File: config.mk
export PLATFORM = sky130hd
export DESIGN_NAME = cmp_iter
export DESIGN_NICKNAME = d
export VERILOG_FILES = /design/src/rtl/alu_pkg.sv /design/src/rtl/chunk_cmp.sv /design/src/rtl/cmp_iter.sv
export SDC_FILE = /design/constraint.sdc
export NUM_CORES = 1
export LEC_CHECK = 0
export CORE_MARGIN = 3
export CORE_UTILIZATION = 40
export CTS_CLUSTER_DIAMETER = 200
export DETAILED_ROUTE_END_ITERATION = 10
export PLACE_DENSITY = 0.63
export SYNTH_ARGS = -nofsm -noshare
export SYNTH_HDL_FRONTEND = slang
export SYNTH_SLANG_ARGS = --single-unit
File: constraint.sdc
create_clock -name clk -period 3.3 [get_ports clk]
set_clock_uncertainty 0.05 [all_clocks]
set_input_delay 0.33 -clock clk [delete_from_list [all_inputs] [get_ports clk]]
set_output_delay 0.33 -clock clk [all_outputs]
set_load 0.02 [all_outputs]
File: src/rtl/alu_pkg.sv
// rtl/alu_pkg.sv - shared compare-mode encodings, FSM states and outcome helper
package alu_pkg;

  localparam logic [2:0] CMP_EQ      = 3'd0;
  localparam logic [2:0] CMP_NE      = 3'd1;
  localparam logic [2:0] CMP_LT      = 3'd2;
  localparam logic [2:0] CMP_LTU     = 3'd3;
  localparam logic [2:0] CMP_GE      = 3'd4;
  localparam logic [2:0] CMP_GEU     = 3'd5;
  localparam logic [2:0] CMP_RSVD_LO = 3'd6;

  typedef enum logic [1:0] {
    ST_IDLE = 2'd0,
    ST_RUN  = 2'd1,
    ST_DONE = 2'd2
  } state_e;

  function automatic logic is_signed_mode(input logic [2:0] m);
    return (m == CMP_LT) || (m == CMP_GE);
  endfunction

  // Final compare outcome from the first-difference flags; reserved modes give 0.
  function automatic logic cmp_outcome(input logic [2:0] m, input logic diff, input logic lt);
    logic r;
    r = 1'b0;
    case (m)
      CMP_EQ:          r = ~diff;
      CMP_NE:          r = diff;
      CMP_LT, CMP_LTU: r = lt & diff;
      CMP_GE, CMP_GEU: r = ~(lt & diff);
      default:         r = 1'b0;
    endcase
    return r;
  endfunction

endpackage

File: src/rtl/chunk_cmp.sv
// rtl/chunk_cmp.sv - combinational compare of one CHUNK-bit slice
module chunk_cmp #(
  parameter int CHUNK = 8
) (
  input  logic [CHUNK-1:0] ca,
  input  logic [CHUNK-1:0] cb,
  input  logic             signed_top,
  output logic             neq,
  output logic             lt
);

  assign neq = (ca != cb);

  // Unsigned less-than, except the top chunk of a signed compare where differing sign bits decide.
  always_comb begin
    lt = (ca < cb);
    if (signed_top && (ca[CHUNK-1] != cb[CHUNK-1])) begin
      lt = ca[CHUNK-1];
    end
  end

endmodule

File: src/rtl/cmp_iter.sv
// rtl/cmp_iter.sv - multi-cycle MSB-first magnitude/equality comparator with early exit
module cmp_iter
  import alu_pkg::*;
#(
  parameter int WIDTH = 32,
  parameter int CHUNK = 8
) (
  input  logic             clk,
  input  logic             rst_n,
  input  logic             start,
  input  logic [WIDTH-1:0] a,
  input  logic [WIDTH-1:0] b,
  input  logic [2:0]       mode,
  output logic             busy,
  output logic             done,
  output logic             result,
  output logic             equal,
  output logic             z,
  output logic             n,
  output logic             err
);

  localparam int NCHUNK = WIDTH / CHUNK;
  localparam int IDXW   = (NCHUNK > 1) ? $clog2(NCHUNK) : 1;
  localparam logic [IDXW-1:0] IDX_TOP = IDXW'(NCHUNK - 1);

  state_e            state, state_nx;
  logic [WIDTH-1:0]  ra, rb;
  logic [2:0]        rmode;
  logic [IDXW-1:0]   idx;
  logic [CHUNK-1:0]  ca, cb;
  logic              c_neq, c_lt;
  logic              signed_top;
  logic              last;
  logic              outcome;

  assign ca         = ra[idx*CHUNK +: CHUNK];
  assign cb         = rb[idx*CHUNK +: CHUNK];
  assign signed_top = is_signed_mode(rmode) && (idx == IDX_TOP);
  assign last       = c_neq || (idx == '0);
  assign outcome    = cmp_outcome(rmode, c_neq, c_lt);

  chunk_cmp #(.CHUNK(CHUNK)) u_chunk_cmp (
    .ca         (ca),
    .cb         (cb),
    .signed_top (signed_top),
    .neq        (c_neq),
    .lt         (c_lt)
  );

  assign busy = (state == ST_RUN);
  assign done = (state == ST_DONE);

  // State register.
  always_ff @(posedge clk or negedge rst_n) begin
    if (!rst_n) state <= ST_IDLE;
    else        state <= state_nx;
  end

  // Next state: accept start only in IDLE, leave RUN on first difference or last chunk.
  always_comb begin
    state_nx = state;
    case (state)
      ST_IDLE: if (start) state_nx = ST_RUN;
      ST_RUN:  if (last)  state_nx = ST_DONE;
      ST_DONE: state_nx = ST_IDLE;
      default: state_nx = ST_IDLE;
    endcase
  end

  // Operand capture, chunk walk, and flag registers loaded as the walk finishes so they are valid with done.
  always_ff @(posedge clk or negedge rst_n) begin
    if (!rst_n) begin
      ra     <= '0;
      rb     <= '0;
      rmode  <= CMP_EQ;
      idx    <= '0;
      result <= 1'b0;
      equal  <= 1'b0;
      z      <= 1'b0;
      n      <= 1'b0;
      err    <= 1'b0;
    end else begin
      case (state)
        ST_IDLE: begin
          if (start) begin
            ra    <= a;
            rb    <= b;
            rmode <= mode;
            idx   <= IDX_TOP;
          end
        end
        ST_RUN: begin
          if (last) begin
            result <= outcome;
            equal  <= ~c_neq;
            z      <= ~outcome;
            n      <= 1'b0;
            err    <= (rmode >= CMP_RSVD_LO);
          end else begin
            idx <= idx - 1'b1;
          end
        end
        default: ;
      endcase
    end
  end

endmodule

# Word-level counts from Yosys, hierarchy flattened
# Index checks and enable logic that the tools add are counted.
[word_totals]
regBits = 75
in_bits = 70
output_inout_bits = 7
elab_cells = 53
[op_classes]
addsub = 1
n_lt_le_gt_ge = 2
n_eq_ne = 13
n_shift = 2
mux = 8
n_bitwise = 4
reduce_logical = 14
[ops]
columns = ["operator", "count"]
rows = [
  ["32-bit by 6-bit variable part select with 8-bit output", 2],
  ["8-bit less-than comparator", 1],
  ["2-bit 2-to-1 mux", 4],
  ["8-bit != test", 1],
  ["2-bit one-hot mux with 2 select lines", 2],
  ["3-bit by 2-bit == test with 1-bit output (second input constant)", 2],
  ["3-bit == test (second input constant)", 2],
  ["2-bit AND reduction", 3],
  ["2-bit == test (second input constant)", 2],
  ["2-bit zero test", 2],
  ["2-bit != test (second input constant)", 2],
  ["1-bit one-hot mux with 4 select lines", 1],
  ["2-bit OR reduction", 2],
  ["3-bit by 1-bit == test with 1-bit output (second input constant)", 1],
  ["3-bit greater-or-equal comparator (second input constant)", 1],
  ["3-bit zero test", 1],
  ["1-bit NOT", 3],
  ["3-bit AND reduction", 1],
  ["2-bit by 1-bit == test with 1-bit output (second input constant)", 1],
  ["1-bit logical AND", 2],
  ["1-bit logical OR", 2],
  ["2-bit by 1-bit != test with 1-bit output (second input constant)", 1],
  ["2-bit nonzero test", 1],
  ["2-bit by 1-bit subtractor with 2-bit output (second input constant)", 1],
  ["3 further kinds", 3],
]

# Longest topological paths before layout
[depth]
ltp_word = 9
depth_mapped = 10
mapped_depth_nobuf = 8

# Cells and area by module
# Synthesis repeated with hierarchy kept, for this count alone.
[hier_totals]
hier_cells = 234
hier_area_um2 = 3502.1
[modules_own_cells]
columns = ["mod", "n_inst", "cells_each", "area_per_inst_um2", "seq_area_each_um2"]
rows = [
  ["cmp_iter", 1, 204, 3285.7, 1876.8],
  ["chunk_cmp", 1, 30, 216.5, 0.0],
]

# Least setup slack after synthesis
# Ideal clock, no wire load.
[synth_path]
kind = "register -> register"
start = "reg idx[0]"
end = "reg result"
setup_time_ps = 126
arrival_ps = 2775
t_required_ps = 3124
path_slack_ps = 349
path_stages_with_launch = 9
path_buffers = 2
period_less_slack_ps = 2951
cell_sequence = "dfrtp_1 > buf_4 > buf_2 > mux4_2 > ha_1 > and4_1 > o31a_1 > o41a_1 > o32a_1"
[synth_via]
elab_chain_cells = 7
word_cells_on_any_way = 16
classes_between = "order compare: 1; eq/ne: 3; shift: 2; mux: 2; bitwise: 3; reduce/logical: 5"
[synth_rtl]
columns = ["item", "line_no", "rtl"]
rows = [
  ["start, declared", "cmp_iter.sv:30", "logic [IDXW-1:0] idx;"],
  ["start signal, assigned", "cmp_iter.sv:101", "idx <= idx - 1'b1;"],
  ["parallel branches: the longest is 7 deep, another holds 8-bit less-than comparator", "-", ""],
  ["end signal, assigned", "cmp_iter.sv:95", "result <= outcome;"],
  ["end, declared", "cmp_iter.sv:16", "output logic result,"],
]
# Several ways; the timed one is not identified.
# A chain may end at the register's enable or synchronous reset.

# Worst setup path after layout
# Same ends and word-level chain as after synthesis.

==> flow_metrics.tcl <==
set metrics [dict create \
    cp_slowest_stage_delay_ns 0.58 \
    critPathArrivalTime_ns 3.07 \
    ir_drop_v 0.000290 \
    report.final.slew_viol_count 0 \
    core_sq_mm 0.00834 \
    drt_iter0_drc 86 \
    worstSetupEndpointType "flop" \
    area_delta_synth_final_pct 31.7 \
    cts_made_buffers 9 \
    avgRoutedWirePerCell_um 15.9 \
    ys_ff_latch 75 \
    r2r_slack_ns 0.41 \
    hp-class "in2async" \
    grt_overflow 0 \
    drive_gt1_frac 0.303 \
    grtUsageTotal 0.150 \
    clock_latency_ns 0.35 \
    cp-start-kind "flop" \
    swShare 0.264 \
    yosysSeqAreaShare 0.538 \
    hold_viol 0 \
    period_share 0.877 \
    reg2reg_from "idx[0]" \
    fin_crit_ns 2.89 \
    path_clk_slew_ns 0.08 \
    p_leak_nw 1.93 \
    status "completed" \
    synth_top_area_frac 0.538 \
    syn_nets 313 \
    io-pin-count 77 \
    cp_slowest_cell "mux4_1" \
    synth_edf_count 0 \
    die_area_sq_mm 0.00988 \
    fmax_mhz 346 \
    ctsHoldBuffers 0 \
    antenna_found_initial 0 \
    tritoncts "done" \
    cts_buffer_depth 2 \
    diodes 0 \
    crit_required_ns 3.48 \
    pwr-share-seq 0.444 \
    synth_area_per_cell_sq_um 15.0 \
    dp_hpwl_um 4930 \
    postSynthCellCount 233 \
    pwr_density_cell_mw_per_mm2 680 \
    ant_nets 0 \
    io_buffer_count 75 \
    synth_top_flop_cell "dfrtp_1" \
    fillers 708 \
    crit_type "reg2reg" \
    drt-total-wl_um 6730 \
    grt_max_degree 76 \
    synth_top_cell_by_area "dfrtp_1" \
    grt_pass1_wl_um 11300 \
    tightestPinTransition_ns 0.927 \
    slew_headroom 0.382 \
    cap_violations 0 \
    synth.area.top_cells "dfrtp_1, mux2_2, mux4_2, ha_1, mux2_1" \
    dieHeight_um 99.4 \
    ff2ff_path_depth 8 \
    firstDrtPassIters 4 \
    yosysWarnings 0 \
    syn_area_sq_mm 0.00349 \
    grt_pass1_vias 2290 \
    place_congestion 0.774 \
    drt-vias-per-instance 5.11 \
    vias 2156 \
    p_clk_frac 0.271 \
    setup_viol 0 \
    yosysUniqueCellTypes 32 \
    postCtsSetupRepairBufs 0 \
    fin_nets 392 \
    fin_setup_tns_ns 0 \
    cts_resized 0 \
    synthArstFlopShare 1.00 \
    cts_sinks 75 \
    die_width_um 99.4 \
    htree_num_levels 3 \
    post-place-ws_ns 0.412 \
    rows 33 \
    rsz0062_at_grt "no" \
    p_int_mw 2.30 \
    root_buffer "clkbuf_8" \
    crit_fanout 16 \
    fin_ws_ns 0.407 \
    r2r-end "result" \
    p_sw_mw 0.823 \
    initial_utilization 0.418 \
    cp_cell_sequence "buf_4 -> mux4_1 -> inv_1 -> ha_1 -> and4_1 -> o31a_1 -> o41a_1 -> o32a_1" \
    combPwrFrac 0.285 \
    drc 0 \
]
==> worst max-delay path by stage <==
stage                     slack [ns]     end    from
after floorplan                 0.35  result  idx[0]
after global placement          0.43  result  idx[0]
after detailed placement        0.41  result  idx[0]
after CTS                       0.39  result  idx[0]
after global routing            0.24  result  idx[0]
final                           0.41  result  idx[0]
==> synthesized netlist by cell type (3+ instances only) <==
cell type	number
mux2_1	9
inv_1	12
nand2_1	5
mux2_2	58
mux4_2	15
buf_2	9
nor3b_1	3
nor3_1	3
a21oi_1	6
o21ai_0	3
ha_1	10
dfrtp_1	75
==> worst max-delay path: cells and delay by family, from the launching register on <==
family	cells	cell delay [ns]
AO/OA/AOI/OAI	3	0.99
adder cells (fa/ha/maj)	1	0.23
buffers and inverters	2	0.34
flip-flops	1	0.34
multiplexers	1	0.58
AND/OR/NAND/NOR	1	0.24
==> cell usage in the layout (no fill, tap or decap), types with 2 or more instances in the layout <==
cell / instances
buf_4: 5
inv_1: 12
nor3b_1: 2
nor3_1: 3
ha_1: 10
clkbuf_8: 10
nor2b_1: 2
nand2_1: 5
clkdlybuf4s50_1: 74
and4_1: 2
bufinv_16: 3
mux2_2: 58
o21ai_0: 3
dfrtp_1: 75
and3b_1: 2
mux4_2: 15
clkbuf_1: 2
mux2_1: 9
nor2_1: 2
a21oi_1: 6
==> stage by stage <==
step / cell area (sq um) / cells / hold slack [ns] / utilization / total power [mW]
finish: 4600 / 422 / 0.0713 / 0.551 / 3.12
global route: 4600 / 422 / 0.124 / 0.551 / 3.34
CTS: 4600 / 422 / 0.0992 / 0.551 / 3.18
detailed placement: 4350 / 406 / 0.427 / 0.522 / 2.31
global placement: 4350 / 406 / 0.423 / 0.522 / 2.29
floorplan: 3490 / 233 / -0.0156 / - / 1.99
==> sequential cells by signal, summed over array words and instances, names as in the netlist <==
name and count:
err 1, z 1, idx 2, state 2
equal 1, rmode 3, ra 32, rb 32
result 1
==> cell families after synthesis <==
logic type,share of synthesized area
other,0.00107
muxes,0.321
DFF,0.538
AOI/OAI and AO/OA,0.0308
and+or+nand+nor,0.0405
adders and majority gates,0.0359
buffers and inverters,0.0333
==> metal layers <==
layer	GRT usage	share of wire
met1	0.184	0.42
met2	0.249	0.51
met3	0.0554	0.051
met4	0.0441	0.011
met5	0	0
==> layout make-up <==
type | instances | area, sq um | share of cell area
Sequential cell | 75 | 1880 | 0.408
Inverter | 12 | 45.0 | 0.00980
Clock buffer | 12 | 145 | 0.0316
Timing Repair Buffer | 80 | 798 | 0.174
Clock inverter | 4 | 97.6 | 0.0212
Multi-Input combinational cell | 134 | 1500 | 0.327
Tap cell | 105 | 131 | 0.0286
==> power by group through the flow <==
stage	Sequential (mW)	Combinational [mW]	Clock, mW
after global routing	1.43	0.987	0.924
after floorplan	1.35	0.639	0
final	1.39	0.890	0.848
after global placement	1.40	0.882	0
after CTS	1.39	0.908	0.879
after detailed placement	1.41	0.903	0
No activity file was read; power rests on OpenSTA's default activity.
